==> src/rtl/axis_stream_monitor.sv <==
`default_nettype none
// ============================================================================
// Module   : axis_stream_monitor
// Purpose  : Passive multi-channel AXI4-Stream video monitor. For each of NCH
//            stream taps it reports frames per measurement window, lines per
//            frame, beats per line, backpressure stall cycles per window and a
//            sticky line-length mismatch flag. The block never drives any
//            handshake signal.
// Ports    : ACLK          - sole clock
//            ARESETN       - asynchronous, active-low reset
//            CLR           - synchronous clear of LEN_ERR and checker state
//            AXIS_TVALID   - per-channel TVALID   [NCH]
//            AXIS_TREADY   - per-channel TREADY   [NCH]
//            AXIS_TUSER    - per-channel SOF      [NCH]
//            AXIS_TLAST    - per-channel EOL      [NCH]
//            WINDOW_PULSE  - one-cycle strobe at the end of each window
//            FRAME_CNT     - SOFs in last window, ch i at [i*FCNT_W +: FCNT_W]
//            LINE_CNT      - lines in last completed frame
//            BEAT_CNT      - beats in last completed line (TLAST included)
//            STALL_CNT     - TVALID & !TREADY cycles in last window
//            LEN_ERR       - sticky line-length mismatch, one bit per channel
// Config   : AXIS_STREAM_MONITOR_STALL_EN - when defined the stall counters
//            are built; otherwise STALL_CNT is tied to zero.
// Revision : 1.0 - initial multi-channel release
// ============================================================================
module axis_stream_monitor #(
    parameter int          NCH           = 1,
    parameter int          FCNT_W        = 8,
    parameter int          LCNT_W        = 12,
    parameter int          BCNT_W        = 12,
    parameter int          SCNT_W        = 32,
    parameter int unsigned WINDOW_CYCLES = 100_000_000
) (
    input  logic                   ACLK,
    input  logic                   ARESETN,
    input  logic                   CLR,
    input  logic [NCH-1:0]         AXIS_TVALID,
    input  logic [NCH-1:0]         AXIS_TREADY,
    input  logic [NCH-1:0]         AXIS_TUSER,
    input  logic [NCH-1:0]         AXIS_TLAST,
    output logic                   WINDOW_PULSE,
    output logic [NCH*FCNT_W-1:0]  FRAME_CNT,
    output logic [NCH*LCNT_W-1:0]  LINE_CNT,
    output logic [NCH*BCNT_W-1:0]  BEAT_CNT,
    output logic [NCH*SCNT_W-1:0]  STALL_CNT,
    output logic [NCH-1:0]         LEN_ERR
);

    typedef enum logic [1:0] {
        ST_WAIT_SOF   = 2'd0,
        ST_FIRST_LINE = 2'd1,
        ST_CHECK      = 2'd2
    } chk_state_e;

    localparam logic [31:0] C_WIN_LAST = 32'(WINDOW_CYCLES - 32'd1);

    // ------------------------------------------------------------------------
    // Shared window counter. The pulse flop is loaded with the comparison on
    // the next counter value so that it is high exactly while the counter
    // holds WINDOW_CYCLES-1, while still being a registered output.
    // ------------------------------------------------------------------------
    logic [31:0] win_q;
    logic [31:0] win_d;
    logic        pulse_q;
    logic        pulse_d;

    always_comb begin
        win_d   = (win_q == C_WIN_LAST) ? 32'd0 : win_q + 32'd1;
        pulse_d = (win_d == C_WIN_LAST);
    end

    always_ff @(posedge ACLK or negedge ARESETN) begin
        if (!ARESETN) begin
            win_q   <= 32'd0;
            pulse_q <= 1'b0;
        end else begin
            win_q   <= win_d;
            pulse_q <= pulse_d;
        end
    end

    assign WINDOW_PULSE = pulse_q;

    // ------------------------------------------------------------------------
    // Per-channel measurement and checking
    // ------------------------------------------------------------------------
    for (genvar ch = 0; ch < NCH; ch++) begin : g_ch
        logic              xfer;
        logic              sof;
        logic              eol;

        logic [BCNT_W-1:0] beat_q, beat_d, beat_inc;
        logic [BCNT_W-1:0] beat_out_q, beat_out_d;

        logic [LCNT_W-1:0] line_q, line_d, line_inc;
        logic [LCNT_W-1:0] line_out_q, line_out_d;
        logic              seen_sof_q, seen_sof_d;

        logic [FCNT_W-1:0] frame_q, frame_d, frame_inc;
        logic [FCNT_W-1:0] frame_out_q, frame_out_d;

        chk_state_e        state_q, state_d;
        logic [BCNT_W-1:0] chk_len_q, chk_len_d, chk_inc, chk_done;
        logic [BCNT_W-1:0] ref_q, ref_d;
        logic              err_q, err_d;

        assign xfer = AXIS_TVALID[ch] & AXIS_TREADY[ch];
        assign sof  = xfer & AXIS_TUSER[ch];
        assign eol  = xfer & AXIS_TLAST[ch];

        // Beat counter: the TLAST beat is folded into the latched value.
        always_comb begin
            beat_inc   = (beat_q == '1) ? beat_q : beat_q + BCNT_W'(1);
            beat_d     = beat_q;
            beat_out_d = beat_out_q;
            if (eol) begin
                beat_out_d = beat_inc;
                beat_d     = '0;
            end else if (xfer) begin
                beat_d     = beat_inc;
            end
        end

        // Line counter: a SOF closes the previous frame. Lines seen before
        // the first SOF after reset belong to an unmeasured partial frame,
        // so that first SOF reports zero.
        always_comb begin
            line_inc   = (line_q == '1) ? line_q : line_q + LCNT_W'(1);
            line_d     = line_q;
            line_out_d = line_out_q;
            seen_sof_d = seen_sof_q;
            if (sof) begin
                line_out_d = seen_sof_q ? line_q : '0;
                line_d     = eol ? LCNT_W'(1) : '0;
                seen_sof_d = 1'b1;
            end else if (eol) begin
                line_d     = line_inc;
            end
        end

        // Frame counter: a SOF in the pulse cycle seeds the next window so
        // no event falls between windows.
        always_comb begin
            frame_inc   = (frame_q == '1) ? frame_q : frame_q + FCNT_W'(1);
            frame_d     = frame_q;
            frame_out_d = frame_out_q;
            if (pulse_q) begin
                frame_out_d = frame_q;
                frame_d     = sof ? FCNT_W'(1) : '0;
            end else if (sof) begin
                frame_d     = frame_inc;
            end
        end

        // Length checker. It keeps its own line length so that the SOF beat
        // is always beat 1 of the first line, even if the stream was
        // truncated mid-line before that SOF.
        always_comb begin
            chk_inc   = (chk_len_q == '1) ? chk_len_q : chk_len_q + BCNT_W'(1);
            chk_done  = sof ? BCNT_W'(1) : chk_inc;
            chk_len_d = chk_len_q;
            if (xfer) begin
                chk_len_d = eol ? '0 : chk_done;
            end

            state_d = state_q;
            ref_d   = ref_q;
            err_d   = err_q;
            if (CLR) begin
                // Clear wins over a mismatch detected in the same cycle.
                state_d = ST_WAIT_SOF;
                ref_d   = '0;
                err_d   = 1'b0;
            end else if (sof) begin
                if (eol) begin
                    // Single-beat first line: reference taken immediately.
                    ref_d   = chk_done;
                    state_d = ST_CHECK;
                end else begin
                    state_d = ST_FIRST_LINE;
                end
            end else if (eol) begin
                case (state_q)
                    ST_FIRST_LINE: begin
                        ref_d   = chk_done;
                        state_d = ST_CHECK;
                    end
                    ST_CHECK: begin
                        if (chk_done != ref_q) begin
                            err_d = 1'b1;
                        end
                    end
                    default: begin
                    end
                endcase
            end
        end

        always_ff @(posedge ACLK or negedge ARESETN) begin
            if (!ARESETN) begin
                beat_q      <= '0;
                beat_out_q  <= '0;
                line_q      <= '0;
                line_out_q  <= '0;
                seen_sof_q  <= 1'b0;
                frame_q     <= '0;
                frame_out_q <= '0;
                state_q     <= ST_WAIT_SOF;
                chk_len_q   <= '0;
                ref_q       <= '0;
                err_q       <= 1'b0;
            end else begin
                beat_q      <= beat_d;
                beat_out_q  <= beat_out_d;
                line_q      <= line_d;
                line_out_q  <= line_out_d;
                seen_sof_q  <= seen_sof_d;
                frame_q     <= frame_d;
                frame_out_q <= frame_out_d;
                state_q     <= state_d;
                chk_len_q   <= chk_len_d;
                ref_q       <= ref_d;
                err_q       <= err_d;
            end
        end

        assign BEAT_CNT[ch*BCNT_W +: BCNT_W]  = beat_out_q;
        assign LINE_CNT[ch*LCNT_W +: LCNT_W]  = line_out_q;
        assign FRAME_CNT[ch*FCNT_W +: FCNT_W] = frame_out_q;
        assign LEN_ERR[ch]                    = err_q;

`ifdef AXIS_STREAM_MONITOR_STALL_EN
        logic              stall;
        logic [SCNT_W-1:0] stall_q, stall_d, stall_inc;
        logic [SCNT_W-1:0] stall_out_q, stall_out_d;

        assign stall = AXIS_TVALID[ch] & ~AXIS_TREADY[ch];

        // Same latch/restart rule as the frame counter.
        always_comb begin
            stall_inc   = (stall_q == '1) ? stall_q : stall_q + SCNT_W'(1);
            stall_d     = stall_q;
            stall_out_d = stall_out_q;
            if (pulse_q) begin
                stall_out_d = stall_q;
                stall_d     = stall ? SCNT_W'(1) : '0;
            end else if (stall) begin
                stall_d     = stall_inc;
            end
        end

        always_ff @(posedge ACLK or negedge ARESETN) begin
            if (!ARESETN) begin
                stall_q     <= '0;
                stall_out_q <= '0;
            end else begin
                stall_q     <= stall_d;
                stall_out_q <= stall_out_d;
            end
        end

        assign STALL_CNT[ch*SCNT_W +: SCNT_W] = stall_out_q;
`else
        assign STALL_CNT[ch*SCNT_W +: SCNT_W] = '0;
`endif
    end

endmodule
`default_nettype wire

==> config.mk <==
export PLATFORM = sky130hd
export DESIGN_NAME = axis_stream_monitor
export DESIGN_NICKNAME = d
export VERILOG_FILES = /design/src/rtl/axis_stream_monitor.sv
export SDC_FILE = /design/constraint.sdc
export NUM_CORES = 1
export LEC_CHECK = 0
export CORE_MARGIN = 2
export CORE_UTILIZATION = 37
export CTS_BUF_LIST = sky130_fd_sc_hd__clkbuf_8 sky130_fd_sc_hd__clkbuf_16
export CTS_CLUSTER_DIAMETER = 50
export DETAILED_ROUTE_END_ITERATION = 6
export GPL_TIMING_DRIVEN = 0
export MAX_ROUTING_LAYER = met4
export PLACE_DENSITY_LB_ADDON = 0.25
export SLEW_MARGIN = 30
export SYNTH_ARGS = -nofsm -noshare
export SYNTH_HDL_FRONTEND = slang
export SYNTH_SLANG_ARGS = --single-unit
==> constraint.sdc <==
create_clock -name ACLK -period 5.1 [get_ports ACLK]
set_input_delay 1.02 -clock ACLK [delete_from_list [all_inputs] [get_ports ACLK]]
set_output_delay 1.02 -clock ACLK [all_outputs]
set_load 0.005 [all_outputs]
# After elaboration in Yosys (flattened, before gate mapping)
# Cells that the tools add are included.
# Widths: inputs -> output; s select.
[word_totals]
regBits = 125
latch_bits = 0
ramBits = 0
romBits = 0
in_bits = 7
output_inout_bits = 66
n_memories = 0
[classes]
addsub = 5
mul = 0
div = 0
magnitude_cmp = 0
n_eq_ne = 12
shifts = 0
n_mux = 31
bitwise = 3
n_reduce_logical = 13
[op_table]
columns = ["operator", "n"]
rows = [
  ["$mux 12", 15],
  ["$eq 32x27->1 const B", 2],
  ["$add 12x1->12 const B", 3],
  ["$eq 12x12->1 const B", 3],
  ["$add 32x1->32 const B", 1],
  ["$mux 32", 1],
  ["$mux 8", 3],
  ["$ne 12x12->1", 1],
  ["$reduce_bool 2->1", 6],
  ["$mux 2", 5],
  ["$add 8x1->8 const B", 1],
  ["$eq 8x8->1 const B", 1],
  ["$reduce_and 2->1", 4],
  ["$mux 1", 7],
  ["$ne 2x2->1 const B", 3],
  ["$reduce_bool 3->1", 2],
  ["$reduce_and 4->1", 1],
  ["$and 1x1->1", 3],
  ["$eq 2x1->1 const B", 1],
  ["$eq 2x2->1 const B", 1],
]

# Depth between registers and ports, before layout
[depth]
ltp_word = 9
depth_mapped = 10
depth_no_buf = 8

# Least setup slack after synthesis
# No wires, ideal clock.
[synth_path]
path_type = "in2reg"
startpoint = "input AXIS_TUSER"
endpoint = "register g_ch[0].err_q (netlist: LEN_ERR)"
setup_ns = 0.124
arrival_time_ns = 2.435
slack_ns = 2.541
stages = 7
path_buffers = 1
path_cell_list = "and3_1 > clkbuf_1 > a211oi_1 > xor2_1 > a221oi_1 > nand4_1 > o31a_1"
[synth_via]
elab_chain_cells = 5
[synth_lines]
columns = ["element", "line", "text"]
rows = [
  ["start, declared", "39", "input logic [NCH-1:0] AXIS_TUSER,"],
  ["$and 1x1->1 (*)", "108", "assign sof = xfer & AXIS_TUSER[ch];"],
  ["$mux 12", "160", "chk_done = sof ? BCNT_W'(1) : chk_inc;"],
  ["$ne 12x12->1", "189", "if (chk_done != ref_q) begin"],
  ["$reduce_bool 2->1 (no line)", "--", ""],
  ["$reduce_and 4->1 (no line) (*)", "--", ""],
  ["end signal, assigned", "223", "err_q <= err_d;"],
  ["end, declared", "105", "logic err_q, err_d;"],
]
# Every way passes the cells marked *; elsewhere a longest branch is shown, timed or not.
# A chain may end at the register's enable or synchronous reset.

# Worst setup path after layout
[layout_path]
startpoint = "input AXIS_TUSER"
endpoint = "register g_ch[0].line_q[5]"
[layout_via]
elab_chain_cells = 3
[layout_lines]
columns = ["element", "line", "text"]
rows = [
  ["$and 1x1->1 (*)", "108", ""],
  ["$ne 2x2->1 (no line) or $reduce_bool 2->1 (tied branches)", "--", ""],
  ["$reduce_and 2->1 (no line)", "--", ""],
  ["end signal, assigned", "215", "line_q <= line_d;"],
  ["end, declared", "95", "logic [LCNT_W-1:0] line_q, line_d, line_inc;"],
]
# Marks and branches as above.

==> summary.md <==
| Metric | Value |
|---|---|
| Outcome | complete, no violations |
| DRC errors left | 0 |
| Logic pwr share | 8.8% |
| Net Sw Power | 0.639 mW |
| WP data required | 5390 ps |
| TritonCTS clock tree | done |
| Final Hold Fails | 0 |
| Crit path kind | primary input to flip-flop |
| Avg Cell Area, Syn | 9.23 sq um |
| Number of fill cells | 1756 |
| Worst slack, placed | 1100 ps |
| Diodes inserted | 0 |
| Number of buffers created by CTS | 17 |
| H-tree level count | 4 |
| 1st-pass router iterations | 5 |
| Chip width | 140 um |
| Synth Register Bits | 125 |
| Vias in the first global route | 5311 |
| Syn Inst Count | 741 |
| Largest fanout on the critical path | 10 |
| Vias per cell | 5.22 |
| Antenna violations before repair | 0 |
| Relative slew slack | 40.3% |
| Fin. max-slew vios | 0 |
| Post-Synth XOR/XNOR Area | 6.91% |
| Yosys top cell area share | 45.7% |
| Clk pin slew, worst setup/hold paths | 60 ps |
| Largest family of logic cells by synthesized area | simple AND/OR/NAND/NOR gates |
| Die Height | 140 um |
| Layout cells sized above 1 | 12.2% |
| Syn. warnings | 0 |
| Compound-Gate Fraction of Synth Area | 12.6% |
| Fmax | 0.276 GHz |
| RePlAce Congestion | 0.906 |
| Final critical-path setup slack | 1470 ps |
| Simple-gate portion of the synthesized area | 24.1% |
| Initial core utilization | 38.0% |
| Die area | 19600 sq um |
| Postcts setup bufs | 0 |
| Switching share of power | 23.0% |
| P_int | 2.14 mW |
| Total routing usage reported by global routing | 17.7% |
| Final Skew | 7.92 ps |
| CTS Sinks | 125 |
| Root Driver | clkbuf_16 |
| Clock power share | 51.1% |
| Mux contribution to synthesized area | 3.40% |
| Synth area leader | dfrtp_1 |
| Setup tns final | 0 ps |
| Final Power | 2.77 mW |
| Commonest cells in the netlist | dfrtp_1, nand2_1, nor2_1, o21ai_0, nand3_1 |
| Post-route cell area | 8350 sq um |
| RSZ-0062 raised after global routing | false |
| Routed WL | 16.2 mm |
| Wire per inst | 15.1 um |
| Row count | 49 |
| CTS max path bufs | 2 |
| CP Data Arrival Time | 3910 ps |
| Setup crit start kind | primary input |
| Top cells by area in the synthesized netlist | dfrtp_1, nand2_1, xnor2_1, nor2_1, o21ai_0 |
| Finish-stage setup viols | 0 |
| Post-placement cell count | 1041 |
| Initial drt markers | 404 |
| Post_cts resized | 0 |
| Largest net degree at the start of global routing | 82 |
| Hold Path Class | flip-flop to flip-flop |
| R2R setup slack | 2240 ps |
| Via count | 5603 |
| Static Leak | 3.69 nW |
| Placed cell areas | 7670 sq um |
| Ys flop type | dfrtp_1 |
| DRT antenna net count | 0 |
| Port Buf Inserts | 39 |
| Pwr Density | 332 nW/um^2 |
| Fin Hold WS | 466 ps |
| # hold bufs at CTS | 0 |
| Worst VDD drop | 0.328 mV |
| Num ports | 73 |
| Layout area overhead | 22.1% |
| Post-layout util | 46.3% |
| Ys async rst share | 100% |
| Final worst-path cycle share | 71.1% |
| Max Cap Viol | 0 |
| Min Tclk post-route | 3630 ps |
| Top-count cell post-synth | dfrtp_1 |
| Sequential area share after synthesis | 45.7% |
| Remaining Overflow, GRT | 0 |
| Nets | 843 |
| CP Capture Type | flip-flop |
| Core area | 18000 sq um |
| Count of cell types in the netlist | 69 |
| Flop pwr share | 40.1% |
| Clock latency at the later pin of the worst-skew pair | 420 ps |
| First-pass GRT wire length | 27.3 mm |
| Worst-margin pin slew | 892 ps |
| Final instance count without filler cells | 1073 |
| Syn Std Cell Area | 6840 sq um |
| Post-synth EDFFs | 0 |
| Post-Synth Adder-Cell Area | 0.914% |
| Post-detail-place hpwl | 11.4 mm |
==> per-layer routing <==
| layer | vias up | part of all wire, % | GRT usage, % |
|---|---|---|---|
| li1 | 2761 | - | - |
| met1 | 2667 | 47 | 23.7 |
| met2 | 143 | 47 | 27.0 |
| met3 | 32 | 4.5 | 3.66 |
| met4 | 0 | 1.7 | 6.16 |
| met5 | - | 0 | - |
==> worst paths after layout <==
kind	start	end	cells past startpoint
min in group asynchronous	ARESETN	BEAT_CNT[5]	1
min	LINE_CNT[4]	LINE_CNT[4]	2
max in group asynchronous	ARESETN	win_q[22]	2
max reg2reg	g_ch[0].chk_len_q[0]	LEN_ERR	9
max	AXIS_TUSER	g_ch[0].line_q[5]	7
min reg2reg	LINE_CNT[4]	LINE_CNT[4]	2
==> state kept, by name (all words and copies together) (netlist names) <==
name             flops
BEAT_CNT            12
FRAME_CNT            8
LEN_ERR              1
LINE_CNT            12
WINDOW_PULSE         1
g_ch.beat_q         12
g_ch.chk_len_q      12
g_ch.frame_q         8
g_ch.line_q         12
g_ch.ref_q          12
g_ch.seen_sof_q      1
g_ch.state_q         2
win_q               32
==> logic make-up after synthesis <==
family          count (synthesis)
compound gates                132
fa+ha+maj                       5
flops                         125
simple gates                  323
xor+xnor                       54
mux                            22
buf+inv                        79
other cells                     1
==> critical path: stages <==
cell and delay, ps:
clkdlybuf4s50_1 630, and3_1 310, clkbuf_1 490, clkbuf_1 490, clkbuf_1 410, buf_1 440
nor2_1 110
==> power groups by stage <==
stage / Sequential (mW) / Combinational [mW] / Clock [mW]
after floorplan: 1.11 / 0.145 / 0
after global placement: 1.13 / 0.240 / 0
after detailed placement: 1.13 / 0.247 / 0
after CTS: 1.11 / 0.248 / 1.45
after global routing: 1.12 / 0.282 / 1.49
final: 1.11 / 0.244 / 1.42
==> placed cells by master (no fill, tap or decap), types with 8 or more instances in the layout <==
cell type / instances
buf_2: 10
nand2_1: 96
or3_1: 9
a21oi_1: 22
clkbuf_1: 20
mux2_2: 9
nand3_1: 45
a31oi_1: 8
dfrtp_1: 125
inv_1: 16
and4_1: 8
o21ai_0: 50
xnor2_1: 31
and3_1: 13
clkbuf_16: 17
nand4_1: 20
buf_4: 33
nor2_1: 71
conb_1: 32
mux2i_1: 12
clkdlybuf4s50_1: 38
a22o_1: 11
nor3_1: 11
xor2_1: 23
==> cell type report <==
type / instances / area [sq um] / area share (%)
inverters: 13 / 48.8 / 0.584
clock inverters: 14 / 248 / 2.97
repair buffers: 40 / 423 / 5.06
flip-flops and latches: 125 / 3130 / 37.4
multi-input cells: 568 / 3400 / 40.7
clock buffers: 18 / 439 / 5.26
well taps: 229 / 287 / 3.43
plain buffers: 66 / 384 / 4.60
No activity file was read; power rests on OpenSTA's default activity.
